==> config.mk <==
export PLATFORM = sky130hd
export DESIGN_NAME = ahb_mtx_arb_rr_burst
export DESIGN_NICKNAME = d
export VERILOG_FILES = /design/src/rtl/ahb_mtx_arb_rr_burst.sv
export SDC_FILE = /design/constraint.sdc
export NUM_CORES = 1
export LEC_CHECK = 0
export CORE_MARGIN = 2
export CORE_UTILIZATION = 48
export CTS_BUF_LIST = sky130_fd_sc_hd__clkbuf_4
export DETAILED_ROUTE_END_ITERATION = 6
export MAX_ROUTING_LAYER = met4
export PLACE_DENSITY = 0.85
export SLEW_MARGIN = 5
export SYNTH_ARGS = -nofsm -noshare
export SYNTH_HDL_FRONTEND = slang
export SYNTH_SLANG_ARGS = --single-unit
export TNS_END_PERCENT = 30
==> constraint.sdc <==
create_clock -name HCLK -period 2.52 [get_ports HCLK]
set_input_delay 0.504 -clock HCLK [delete_from_list [all_inputs] [get_ports HCLK]]
set_output_delay 0.504 -clock HCLK [all_outputs]
set_load 0.01 [all_outputs]
==> src/rtl/ahb_mtx_arb_rr_burst.sv <==
// Round-robin arbiter for one shared AHB slave port; holds the grant across
// fixed/undefined-length bursts and locked sequences.
module ahb_mtx_arb_rr_burst #(
  parameter int unsigned NUM_PORTS = 4
) (
  input  logic                 HCLK,
  input  logic                 HRESETn,
  input  logic [NUM_PORTS-1:0] req_port,
  input  logic                 HREADYM,
  input  logic                 HSELM,
  input  logic [1:0]           HTRANSM,
  input  logic [2:0]           HBURSTM,
  input  logic                 HMASTLOCKM,
  output logic [2:0]           addr_in_port,
  output logic                 no_port,
  output logic                 burst_active
);

  localparam int unsigned IDX_W  = (NUM_PORTS > 1) ? $clog2(NUM_PORTS) : 1;
  localparam int unsigned CNT_W  = 4;
  localparam logic [1:0] TR_IDLE   = 2'b00;
  localparam logic [1:0] TR_NONSEQ = 2'b10;
  localparam logic [1:0] TR_SEQ    = 2'b11;
  localparam logic [2:0] BURST_INCR = 3'b001;

  logic [2:0]       addr_q, addr_d;
  logic             no_port_q, no_port_d;
  logic             burst_q, burst_d;
  logic [CNT_W-1:0] beats_q, beats_d;
  logic [CNT_W-1:0] load_c;
  logic             incr_hold_c;
  logic             burst_hold_c;
  logic             found_c;

  // Remaining-beat load value for a NONSEQ, indexed by burst length class
  always_comb begin
    load_c = '0;
    case (HBURSTM[2:1])
      2'b01:   load_c = CNT_W'(3);
      2'b10:   load_c = CNT_W'(7);
      2'b11:   load_c = CNT_W'(15);
      default: load_c = '0;
    endcase
  end

  always_comb begin
    int unsigned start;
    int unsigned idx;
    addr_d       = addr_q;
    no_port_d    = no_port_q;
    burst_d      = burst_q;
    beats_d      = beats_q;
    incr_hold_c  = 1'b0;
    burst_hold_c = 1'b0;
    found_c      = 1'b0;
    start        = 32'(addr_q) + (no_port_q ? 32'd0 : 32'd1);
    idx          = 0;
    if (HREADYM) begin
      if (HTRANSM == TR_IDLE) begin
        beats_d = '0;
      end else if (HSELM && HTRANSM == TR_NONSEQ) begin
        beats_d = load_c;
      end else if (HSELM && HTRANSM == TR_SEQ && beats_q != '0) begin
        beats_d = beats_q - CNT_W'(1);
      end
      incr_hold_c  = (HBURSTM == BURST_INCR) && (HTRANSM != TR_IDLE) && HSELM;
      burst_hold_c = (beats_d != '0) || incr_hold_c;
      if (HMASTLOCKM || burst_hold_c) begin
        no_port_d = 1'b0;
        burst_d   = burst_hold_c;
      end else begin
        burst_d = 1'b0;
        // Start past the current owner; with no owner the pointer port goes first
        for (int unsigned k = 0; k < NUM_PORTS; k++) begin
          idx = (start + k) % NUM_PORTS;
          if (!found_c && req_port[IDX_W'(idx)]) begin
            found_c = 1'b1;
            addr_d  = 3'(idx);
          end
        end
        no_port_d = !(found_c || HSELM);
      end
    end
  end

  always_ff @(posedge HCLK) begin
    if (!HRESETn) begin
      addr_q    <= '0;
      no_port_q <= 1'b1;
      burst_q   <= 1'b0;
      beats_q   <= '0;
    end else begin
      addr_q    <= addr_d;
      no_port_q <= no_port_d;
      burst_q   <= burst_d;
      beats_q   <= beats_d;
    end
  end

  assign addr_in_port = addr_q;
  assign no_port      = no_port_q;
  assign burst_active = burst_q;

endmodule

==> flow_summary_export.csv <==
group,metric,value,unit
critical_path,r2r_cells,7,
pwr,internal_power,0.2465,mW
critical_path,path_max_fanout,6,
critical_path,start_kind,"input port",
clock_tree,path_clk_slew,0.05,ns
floorplan,die_x,41.45,um
sta,fmax,0.4653,GHz
yosys,syn_avg_cell_area,7.737,um2
final_layout,fillerInstances,118,
clock_tree,cts_buffers,3,
yosys,synth_warnings,0,
pwr,total_power,0.3528,mW
yosys,yosysUniqueCellTypes,38,
routing,vias,694,
placed_design,place_congestion,0.8436,
floorplan,core-area,0.001301,mm2
yosys,synth_area_leader_cell,"dfxtp_1",
sta,rsz0062_at_grt,"no",
final_layout,area_growth,30.67,%
yosys,yosysSeqAreaShare,0.2379,
sta,period_share,0.8529,
floorplan,start_util,0.5173,
routing,drt-total-wl,1552,um
yosys,netlist_top_cells_area,"dfxtp_1 (24%), o21ai_0 (5.9%), nand2_1 (5.6%), a21oi_1 (4.5%), mux2i_1 (4.5%)",
grt,overflow,0,
pwr,p_seq_frac,0.396,
critical_path,crit_required,2.71,ns
grt,grt_max_degree,13,
routing,drc,0,
critical_path,endpoint_kind,"flop",
placed_design,port_buffers,17,
sta,finalCriticalPeriod,2.149,ns
floorplan,die_height,41.45,um
yosys,netlist.area_leader.share,0.2379,
grt,antenna_found_initial,0,
clock_tree,clock-root-buffer,"clkbuf_4",
sta,maxSlewHeadroom,0.5737,
pwr,p_sw_frac,0.3012,
routing,postRouteAntennaNets,0,
pwr,power.switching,0.1063,mW
sta,setup_viol,0,
status,status,"finished clean",
clock_tree,cts_resized,0,
clock_tree,clk_path_buf_depth,2,
yosys,syn_area,673.1,um2
pwr,clkPwrFrac,0.289,
routing,routed_wire_length_per_instance,12.93,um
routing,viasPerCell,5.783,
hold_path,min_path_cells,2,
yosys,synthCells,87,
sta,drv_slew,0,
routing,dr.pass1.iters,4,
final_layout,layout-drive-gt1-share,0.1048,
final_layout,nNetsFinal,123,
yosys,synth_nets,103,
sta,hold_viol_final,0,
sta,tns,0,ns
final_layout,ff_latch_area,160.2,um2
critical_path,critPathKind,"in2reg",
clock_tree,cts_tree,"yes",
floorplan,io_pins,19,
clock_tree,cts_hold_buf,0,
final_layout,multi_input_area,481.7,um2
pwr,p_per_area,401.1,mW/mm2
sta,worstMarginPinSlew,0.6346,ns
yosys,ys_ff_latch,8,
floorplan,dieArea,0.001718,mm2
floorplan,rows,13,
job,max_cap_viol_count,0,
hold_path,min_path_type,"reg2reg",
grt,grt_usage,0.2176,
placed_design,hpwl,1253,um
pwr,peakVddDrop,0.2850,mV
grt,grt_first_pass_wirelength,2849,um
clock_tree,cts_setup_buffers,0,
critical_path,cp.arrival,2.34,ns
final_layout,antennaDiodeCount,0,
sta,clock_skew,0.007660,ns
routing,dr.first_iter.drc_count,10,
clock_tree,htreeDepth,1,
pwr,pwr-share-comb,0.314,
clock_tree,clock_latency,0.26,ns
grt,grt_pass1_vias,702,
pwr,p_leak,0.3303,nW
clock_tree,clock_sinks,8,
==> layout by cell type (no fill, tap or decap), types with 2 or more instances in the layout <==
| master | instances |
|---|---|
| buf_4 | 2 |
| inv_1 | 3 |
| dfxtp_1 | 8 |
| clkbuf_4 | 3 |
| nor2b_1 | 4 |
| nor3b_1 | 2 |
| o211ai_1 | 2 |
| ha_1 | 2 |
| a21oi_1 | 6 |
| nand2b_1 | 2 |
| o211a_1 | 2 |
| nand2_1 | 10 |
| nor3_1 | 3 |
| clkdlybuf4s50_1 | 17 |
| a21o_1 | 2 |
| nor2_1 | 6 |
| o21ai_0 | 8 |
| mux2i_1 | 3 |
==> final timing paths <==
check,startpoint,to,slack (ns)
min reg2reg,addr_in_port[0]$_SDFFE_PN0P_,addr_in_port[0]$_SDFFE_PN0P_,0.49
max,HSELM,addr_in_port[0]$_SDFFE_PN0P_,0.37
min,addr_in_port[0]$_SDFFE_PN0P_,addr_in_port[0]$_SDFFE_PN0P_,0.49
max reg2reg,beats_q[0]$_SDFFE_PN0P_,no_port$_SDFFE_PN1P_,0.38
==> synthesized netlist by cell type <==
cell type,instances
a21bo_2,1
a21boi_0,1
o41ai_1,1
nor4b_1,1
xnor2_1,1
buf_2,1
a31o_2,1
dfxtp_1,8
a221oi_2,1
buf_4,1
clkbuf_1,2
inv_1,3
nor3b_1,2
nor2_1,6
nand3_1,1
or3_2,1
conb_1,1
a211oi_1,1
o311ai_0,1
or3b_1,1
a21oi_1,6
a21oi_2,1
o21ai_0,8
nor2b_1,4
ha_1,2
o21a_1,1
nand4b_1,1
a31oi_1,1
xor2_1,1
nand2b_1,2
o211ai_1,2
o211a_1,2
a21o_1,2
nor3_1,3
nor4_1,1
mux2i_1,3
nand2_1,10
nor4b_4,1
==> layout make-up <==
cell class | instances | share of cell area
Sequential cell | 8 | 0.1821
Clock buffer | 3 | 0.02560
Multi-Input combinational cell | 72 | 0.5477
Inverter | 3 | 0.01280
Tap cell | 15 | 0.02134
Timing Repair Buffer | 19 | 0.2105
==> registers in the layout, summed over array words and instances, names as in the netlist <==
signal / cells
addr_in_port: 2
beats_q: 4
burst_active: 1
no_port: 1
==> worst max-delay path: stages <==
cell and delay (ns):
clkdlybuf4s50_1 0.51, buf_4 0.14, nand2_1 0.14, nor3_1 0.35, a221oi_2 0.15, nor4b_4 0.34, mux2i_1 0.21
==> power by group through the flow <==
stage | sequential, mW | combinational, mW | clock [mW]
6_report | 0.140 | 0.111 | 0.102
5_1_grt | 0.141 | 0.123 | 0.111
4_1_cts | 0.140 | 0.111 | 0.106
2_1_floorplan | 0.143 | 0.0634 | 0
3_3_place_gp | 0.142 | 0.108 | 0
3_5_place_dp | 0.143 | 0.110 | 0
==> per-stage QoR <==
step	setup WS (ns)	std cells	hold slack, ns	cell area (um2)	utilization
floorplan	0.6966	87	0.4581	673.1	-
global placement	0.1833	117	0.4714	857.1	0.6587
detailed placement	0.1234	117	0.4820	857.1	0.6587
CTS	0.3790	120	0.4983	879.6	0.6760
global route	0.1803	120	0.5263	879.6	0.6760
finish	0.3707	120	0.4902	879.6	0.6760
==> layer usage <==
layer	GRT usage	share of wire	vias to the layer above	wire, um
li1	-	-	356	-
met1	0.2773	0.48	317	747
met2	0.3250	0.46	16	707
met3	0.02609	0.033	5	51
met4	0.1355	0.030	0	46
met5	-	0	-	0
==> cells by family after synthesis <==
kind of cell / Yosys count / share of synthesized area
simple gates: 34 / 0.2918
compound gates: 30 / 0.3104
flops: 8 / 0.2379
buf+inv: 7 / 0.04647
mux: 3 / 0.04461
fa+ha+maj: 2 / 0.03717
xor+xnor: 2 / 0.02603
other cells: 1 / 0.005571
Power figures use the tool's default switching activity.
